<file path="src/rtl/spi_cmd_if.sv">
// spi_cmd_if: SPI mode-0 slave command interface. Byte 0 selects a module and
// a register address and gives the direction. Byte 1 carries the write data,
// or returns the module's read data on MISO. At most one strobe is issued per
// chip-select frame.
module spi_cmd_if #(
    parameter int SYNC_STAGES = 2
) (
    input  logic       i_sys_clk,
    input  logic       i_rst_b,
    input  logic       i_spi_sck,
    input  logic       i_spi_mosi,
    input  logic       i_spi_cs_n,
    output logic       o_spi_miso,
    output logic [4:0] o_ioc,
    output logic [7:0] o_data_out,
    output logic [3:0] o_cs,
    output logic       o_fetch_cmd,
    output logic       o_load_cmd,
    input  logic [7:0] i_data_mod0,
    input  logic [7:0] i_data_mod1,
    input  logic [7:0] i_data_mod2,
    input  logic [7:0] i_data_mod3
);

    // state    | meaning
    // S_IDLE   | waiting for cs_n low (only after cs_n has been seen high)
    // S_CMD    | shifting in the command byte
    // S_FETCH  | read strobe to the selected module
    // S_RDWAIT | module read data settles, loaded into the tx shifter
    // S_DATA   | second byte: receive write data or shift out read data
    // S_LOAD   | write strobe with the received byte
    // S_END    | frame complete, ignore SCK until cs_n rises
    typedef enum logic [2:0] {
        S_IDLE,
        S_CMD,
        S_FETCH,
        S_RDWAIT,
        S_DATA,
        S_LOAD,
        S_END
    } state_t;

    state_t state;

    logic [SYNC_STAGES-1:0] sck_sync;
    logic [SYNC_STAGES-1:0] mosi_sync;
    logic [SYNC_STAGES-1:0] cs_n_sync;
    logic [SYNC_STAGES:0]   sync_fill;
    logic                   sck_s;
    logic                   mosi_s;
    logic                   cs_n_s;
    logic                   sck_d;
    logic                   sck_rise;
    logic                   sck_fall;
    logic                   armed;

    logic [2:0] bit_cnt;
    logic [6:0] rx_shift;
    logic [6:0] tx_shift;
    logic [7:0] rx_byte;
    logic       is_write;
    logic [1:0] mod_sel;
    logic [7:0] rd_data;

    assign sck_s    = sck_sync[SYNC_STAGES-1];
    assign mosi_s   = mosi_sync[SYNC_STAGES-1];
    assign cs_n_s   = cs_n_sync[SYNC_STAGES-1];
    assign sck_rise = sck_s & ~sck_d;
    assign sck_fall = ~sck_s & sck_d;
    assign rx_byte  = {rx_shift, mosi_s};

    // Bring the SPI pins into the system clock domain. sync_fill marks when the
    // chains hold real pin values, not their reset values.
    always_ff @(posedge i_sys_clk or negedge i_rst_b) begin
        if (!i_rst_b) begin
            sck_sync  <= '0;
            mosi_sync <= '0;
            cs_n_sync <= '1;
            sync_fill <= '0;
        end else begin
            sck_sync[0]  <= i_spi_sck;
            mosi_sync[0] <= i_spi_mosi;
            cs_n_sync[0] <= i_spi_cs_n;
            sync_fill[0] <= 1'b1;
            for (int i = 1; i < SYNC_STAGES; i++) begin
                sck_sync[i]  <= sck_sync[i-1];
                mosi_sync[i] <= mosi_sync[i-1];
                cs_n_sync[i] <= cs_n_sync[i-1];
            end
            for (int i = 1; i <= SYNC_STAGES; i++) begin
                sync_fill[i] <= sync_fill[i-1];
            end
        end
    end

    // SCK edge history, and arming once a genuine cs_n high has been observed.
    // A frame already in progress at reset release is therefore never resumed.
    always_ff @(posedge i_sys_clk or negedge i_rst_b) begin
        if (!i_rst_b) begin
            sck_d <= 1'b0;
            armed <= 1'b0;
        end else begin
            sck_d <= sck_s;
            if (sync_fill[SYNC_STAGES] && cs_n_s) begin
                armed <= 1'b1;
            end
        end
    end

    // Read-back data from the decoded module
    always_comb begin
        rd_data = i_data_mod0;
        unique case (mod_sel)
            2'd0: rd_data = i_data_mod0;
            2'd1: rd_data = i_data_mod1;
            2'd2: rd_data = i_data_mod2;
            2'd3: rd_data = i_data_mod3;
            default: rd_data = i_data_mod0;
        endcase
    end

    // Frame sequencer with registered outputs. cs_n high overrides every state.
    always_ff @(posedge i_sys_clk or negedge i_rst_b) begin
        if (!i_rst_b) begin
            state       <= S_IDLE;
            bit_cnt     <= '0;
            rx_shift    <= '0;
            tx_shift    <= '0;
            is_write    <= 1'b0;
            mod_sel     <= '0;
            o_spi_miso  <= 1'b0;
            o_ioc       <= '0;
            o_data_out  <= '0;
            o_cs        <= '0;
            o_fetch_cmd <= 1'b0;
            o_load_cmd  <= 1'b0;
        end else begin
            o_fetch_cmd <= 1'b0;
            o_load_cmd  <= 1'b0;
            if (state != S_IDLE && cs_n_s) begin
                state      <= S_IDLE;
                o_cs       <= '0;
                o_spi_miso <= 1'b0;
            end else begin
                unique case (state)
                    S_IDLE: begin
                        if (armed && !cs_n_s) begin
                            state    <= S_CMD;
                            bit_cnt  <= '0;
                            rx_shift <= '0;
                            tx_shift <= '0;
                        end
                    end
                    S_CMD: begin
                        if (sck_rise) begin
                            bit_cnt  <= bit_cnt + 3'd1;
                            rx_shift <= rx_byte[6:0];
                            if (bit_cnt == 3'd7) begin
                                o_ioc    <= rx_byte[4:0];
                                o_cs     <= 4'b0001 << rx_byte[6:5];
                                mod_sel  <= rx_byte[6:5];
                                is_write <= rx_byte[7];
                                if (rx_byte[7]) begin
                                    state <= S_DATA;
                                end else begin
                                    state       <= S_FETCH;
                                    o_fetch_cmd <= 1'b1;
                                end
                            end
                        end
                    end
                    S_FETCH: begin
                        state <= S_RDWAIT;
                    end
                    S_RDWAIT: begin
                        tx_shift   <= rd_data[6:0];
                        o_spi_miso <= rd_data[7];
                        state      <= S_DATA;
                    end
                    S_DATA: begin
                        if (sck_rise) begin
                            bit_cnt  <= bit_cnt + 3'd1;
                            rx_shift <= rx_byte[6:0];
                            if (bit_cnt == 3'd7) begin
                                o_spi_miso <= 1'b0;
                                if (is_write) begin
                                    state      <= S_LOAD;
                                    o_data_out <= rx_byte;
                                    o_load_cmd <= 1'b1;
                                end else begin
                                    state <= S_END;
                                end
                            end
                        // the fall trailing the command byte has bit_cnt 0 and must not shift
                        end else if (sck_fall && !is_write && bit_cnt != 3'd0) begin
                            o_spi_miso <= tx_shift[6];
                            tx_shift   <= {tx_shift[5:0], 1'b0};
                        end
                    end
                    S_LOAD: begin
                        state <= S_END;
                    end
                    S_END: begin
                        state <= S_END;
                    end
                    default: begin
                        state <= S_IDLE;
                    end
                endcase
            end
        end
    end

endmodule

</file>
<file path="config.mk">
export PLATFORM = sky130hd
export DESIGN_NAME = spi_cmd_if
export DESIGN_NICKNAME = d
export VERILOG_FILES = /design/src/rtl/spi_cmd_if.sv
export SDC_FILE = /design/constraint.sdc
export NUM_CORES = 1
export LEC_CHECK = 0
export BUFFER_PORTS_ARGS = -buffer_cell sky130_fd_sc_hd__clkbuf_2
export CAP_MARGIN = 20
export CORE_MARGIN = 5
export CORE_UTILIZATION = 54
export DETAILED_ROUTE_END_ITERATION = 8
export GPL_ROUTABILITY_DRIVEN = 0
export PLACE_DENSITY = 0.8
export SLEW_MARGIN = 20
export SYNTH_ARGS = -nofsm -noshare
export SYNTH_HDL_FRONTEND = slang
export SYNTH_SLANG_ARGS = --single-unit
</file>
<file path="constraint.sdc">
create_clock -name i_sys_clk -period 2.2 [get_ports i_sys_clk]
set_input_delay 0.44 -clock i_sys_clk [delete_from_list [all_inputs] [get_ports i_sys_clk]]
set_output_delay 0.44 -clock i_sys_clk [all_outputs]
set_load 0.01 [all_outputs]
</file>
==> summary.txt <==
Status
  – Status: finished clean

Place
  – Port bufs: 56
  – Dpl ws: 0.218 ns
  – HPWL Detailed: 3860 um
  – Placed Area: 2880 um2

Setup path
  – CP max FO: 14
  – CP arrival: 2.25 ns
  – Setup crit end kind: flip-flop
  – R2R depth: 6
  – Setup crit start kind: flip-flop
  – Kind of critical path: reg -> reg
  – CP required: 2.45 ns
  – R2r setup slk: 0.20 ns
  – Reg-to-Reg End: o_cs[2]
  – Worst Setup SP: bit_cnt[0]
  – Reg2reg start: bit_cnt[0]

Drt
  – Post-route DRC: 0
  – Vias/cell: 5.62
  – Via Count: 1827
  – Post-DR wirelength/cell: 15.9 um
  – Initial drt markers: 103
  – WL final: 5170 um
  – ANT nets after route: 0
  – Initial DRT Pass Iterations: 4

STA
  – Count of final setup violators: 0
  – Final WS setup: 0.202 ns
  – TNS Setup: 0 ns
  – Min Tclk post-route: 2.00 ns
  – Actual slew at the worst max-slew pin: 0.659 ns
  – Final Slew Violations: 0
  – Max transition margin: 56.0%
  – RSZ-0062 raised after global routing: no
  – Fmax: 0.500 GHz
  – Hold violation count in the final report: 0
  – Period utilization: 90.8%
  – Layout Skew: 0.00524 ns

Cells and area
  – Final #Nets: 310
  – Post-layout instance area: 2970 um2
  – Antenna diodes: 0
  – Layout cells sized above 1: 36.5%
  – P&R area growth vs syn: 16.0%

CTS
  – Post-CTS setup buffer count: 0
  – CTS H-tree lvls: 2
  – Clock Latency Late Sink: 0.31 ns
  – Clk sink count: 54
  – Post-CTS sizing: 0
  – CTS Root Cell: clkbuf_8
  – Num CTS Buffers: 5
  – Hold buffer count at cts: 0
  – Max clock buf depth: 2
  – Clock transition at path regs: 0.09 ns
  – CTS tree: yes

Flow run
  – Max-cap violations: 0

Die
  – # IOs: 57
  – Core area: 4660 um2
  – Starting density of the core: 55.0%
  – Die ar.: 6220 um2
  – Die Y: 78.9 um
  – Die W: 78.9 um
  – Cell Rows: 25

GRT
  – Vias in the first global route: 1871
  – Initial antenna violation count: 0
  – Total track usage: 18.3%
  – First-pass GRT wire length: 9000 um
  – Largest net degree at the start of global routing: 55
  – Grt ovf: 0

Logic synthesis
  – Mapped Area: 2560 um2
  – Synth Instances: 214
  – Synth warnings: 0
  – Area contributors post-synth: dfrtp_1 (51%), mux4_2 (7.0%), mux2_2 (6.6%), mux2i_1 (3.9%), nand2_1 (3.7%)
  – Syn Area/Cell: 12.0 um2
  – Top FF cell, synth: dfrtp_1
  – Netlist cell types: 42
  – Syn Nets: 254
  – Post-synth EDFFs: 0
  – Sequential area share after synthesis: 52.9%
  – Synth Register Bits: 54
  – Asr flop ratio synth: 100%
  – Top-area cell type share of the netlist area: 50.8%
  – Synth area leader: dfrtp_1

Power
  – Pwr Total: 2.59 mW
  – Pwr Density: 874 nW/um2
  – VDD IR max: 0.579 mV
  – Lkg Pwr: 1.48 nW

Worst hold path
  – Worst min-delay path class: in -> reg
  – Hold EP: cs_n_sync[0]
  – WHS Path Cells: 1
  – Hold path startpoint: i_spi_cs_n
[how the worst max path moves through the flow]
stage	to	depth (start not counted)
floorplan	o_ioc[2]	8
global placement	o_cs[0]	6
detailed placement	o_cs[2]	6
CTS	o_cs[2]	6
global route	o_cs[2]	6
finish	o_cs[2]	6
[critical path: stages, from the launching register on]
cell and delay (ns):
dfrtp_1 0.36, ha_1 0.16, ha_1 0.18, nand3b_4 0.11, or4_1 0.72, nor2_1 0.24
a22o_1 0.17
[layout by cell type, fill, tap and decap left out, drive strengths merged, types with 2 or more instances in the layout]
cell and n:
nor2 10, buf 6, o21ai 13, a221oi 2, a21oi 5, nand2b 5
a22o 8, ha 3, mux4 8, dfstp 2, nand2 25, mux2 15
o2bb2ai 2, clkbuf 63, mux2i 10, nand3b 5, dfrtp 52, inv 18
[layout make-up]
type,instances,area (um2)
clock buffer,7,86.3
inverter,17,63.8
sequential,54,1350
timing repair buffer,62,325
multi-input combinational,130,1060
fill,358,1690
clock inverter,1,8.76
tap,54,67.6
[state kept, by name (all words and copies together) (netlist names)]
| signal | count |
|---|---|
| armed | 1 |
| bit_cnt | 3 |
| cs_n_sync | 2 |
| is_write | 1 |
| mod_sel | 2 |
| mosi_sync | 2 |
| o_cs | 4 |
| o_data_out | 8 |
| o_fetch_cmd | 1 |
| o_ioc | 5 |
| o_load_cmd | 1 |
| o_spi_miso | 1 |
| rx_shift | 7 |
| sck_d | 1 |
| sck_sync | 2 |
| state | 3 |
| sync_fill | 3 |
| tx_shift | 7 |
[where the power goes]
part	internal (mW)	leakage, nW	switching, mW	total, mW
Sequential	1.12	0.716	0.153	1.28
Combinational	0.341	0.710	0.401	0.742
Clock	0.261	0.0489	0.317	0.577
[synth_stat cells, types with 5 or more instances]
master and instances:
o21ai_0 8, mux2_2 15, dfrtp_1 52, nand2_1 25, a22o_1 8, mux2i_1 10
mux4_2 8, buf_2 6, nor2_1 10, o21ai_1 5, nand2b_1 5, inv_1 17
[per-layer routing]
| layer | share of wire (%) | track usage [%] | up-vias |
|---|---|---|---|
| li1 | - | - | 857 |
| met2 | 48 | 31.6 | 80 |
| met3 | 8.6 | 4.76 | 10 |
| met4 | 1.6 | 4.12 | 0 |
| met5 | 0 | 0 | - |
| met1 | 41 | 23.4 | 880 |
[logic make-up after synthesis]
logic type                 Yosys count  share of synthesized area, %
and+or+nand+nor                     54                          11.5
muxes                               33                          17.5
DFF                                 54                          52.9
other                                1                         0.146
xor gates and xnor gates             1                         0.342
adders and majority gates            3                          1.47
AOI/OAI and AO/OA                   38                          10.6
buffers and inverters               30                          5.57
[metrics by stage]
| step | hold slack (ns) | utilization [%] | cells |
|---|---|---|---|
| global placement | 0.331 | 61.7 | 317 |
| CTS | 0.212 | 63.7 | 325 |
| finish | 0.216 | 63.7 | 325 |
| floorplan | 0.144 | - | 214 |
| global route | 0.208 | 63.7 | 325 |
| detailed placement | 0.339 | 61.7 | 317 |
Power figures use the tool's default switching activity.
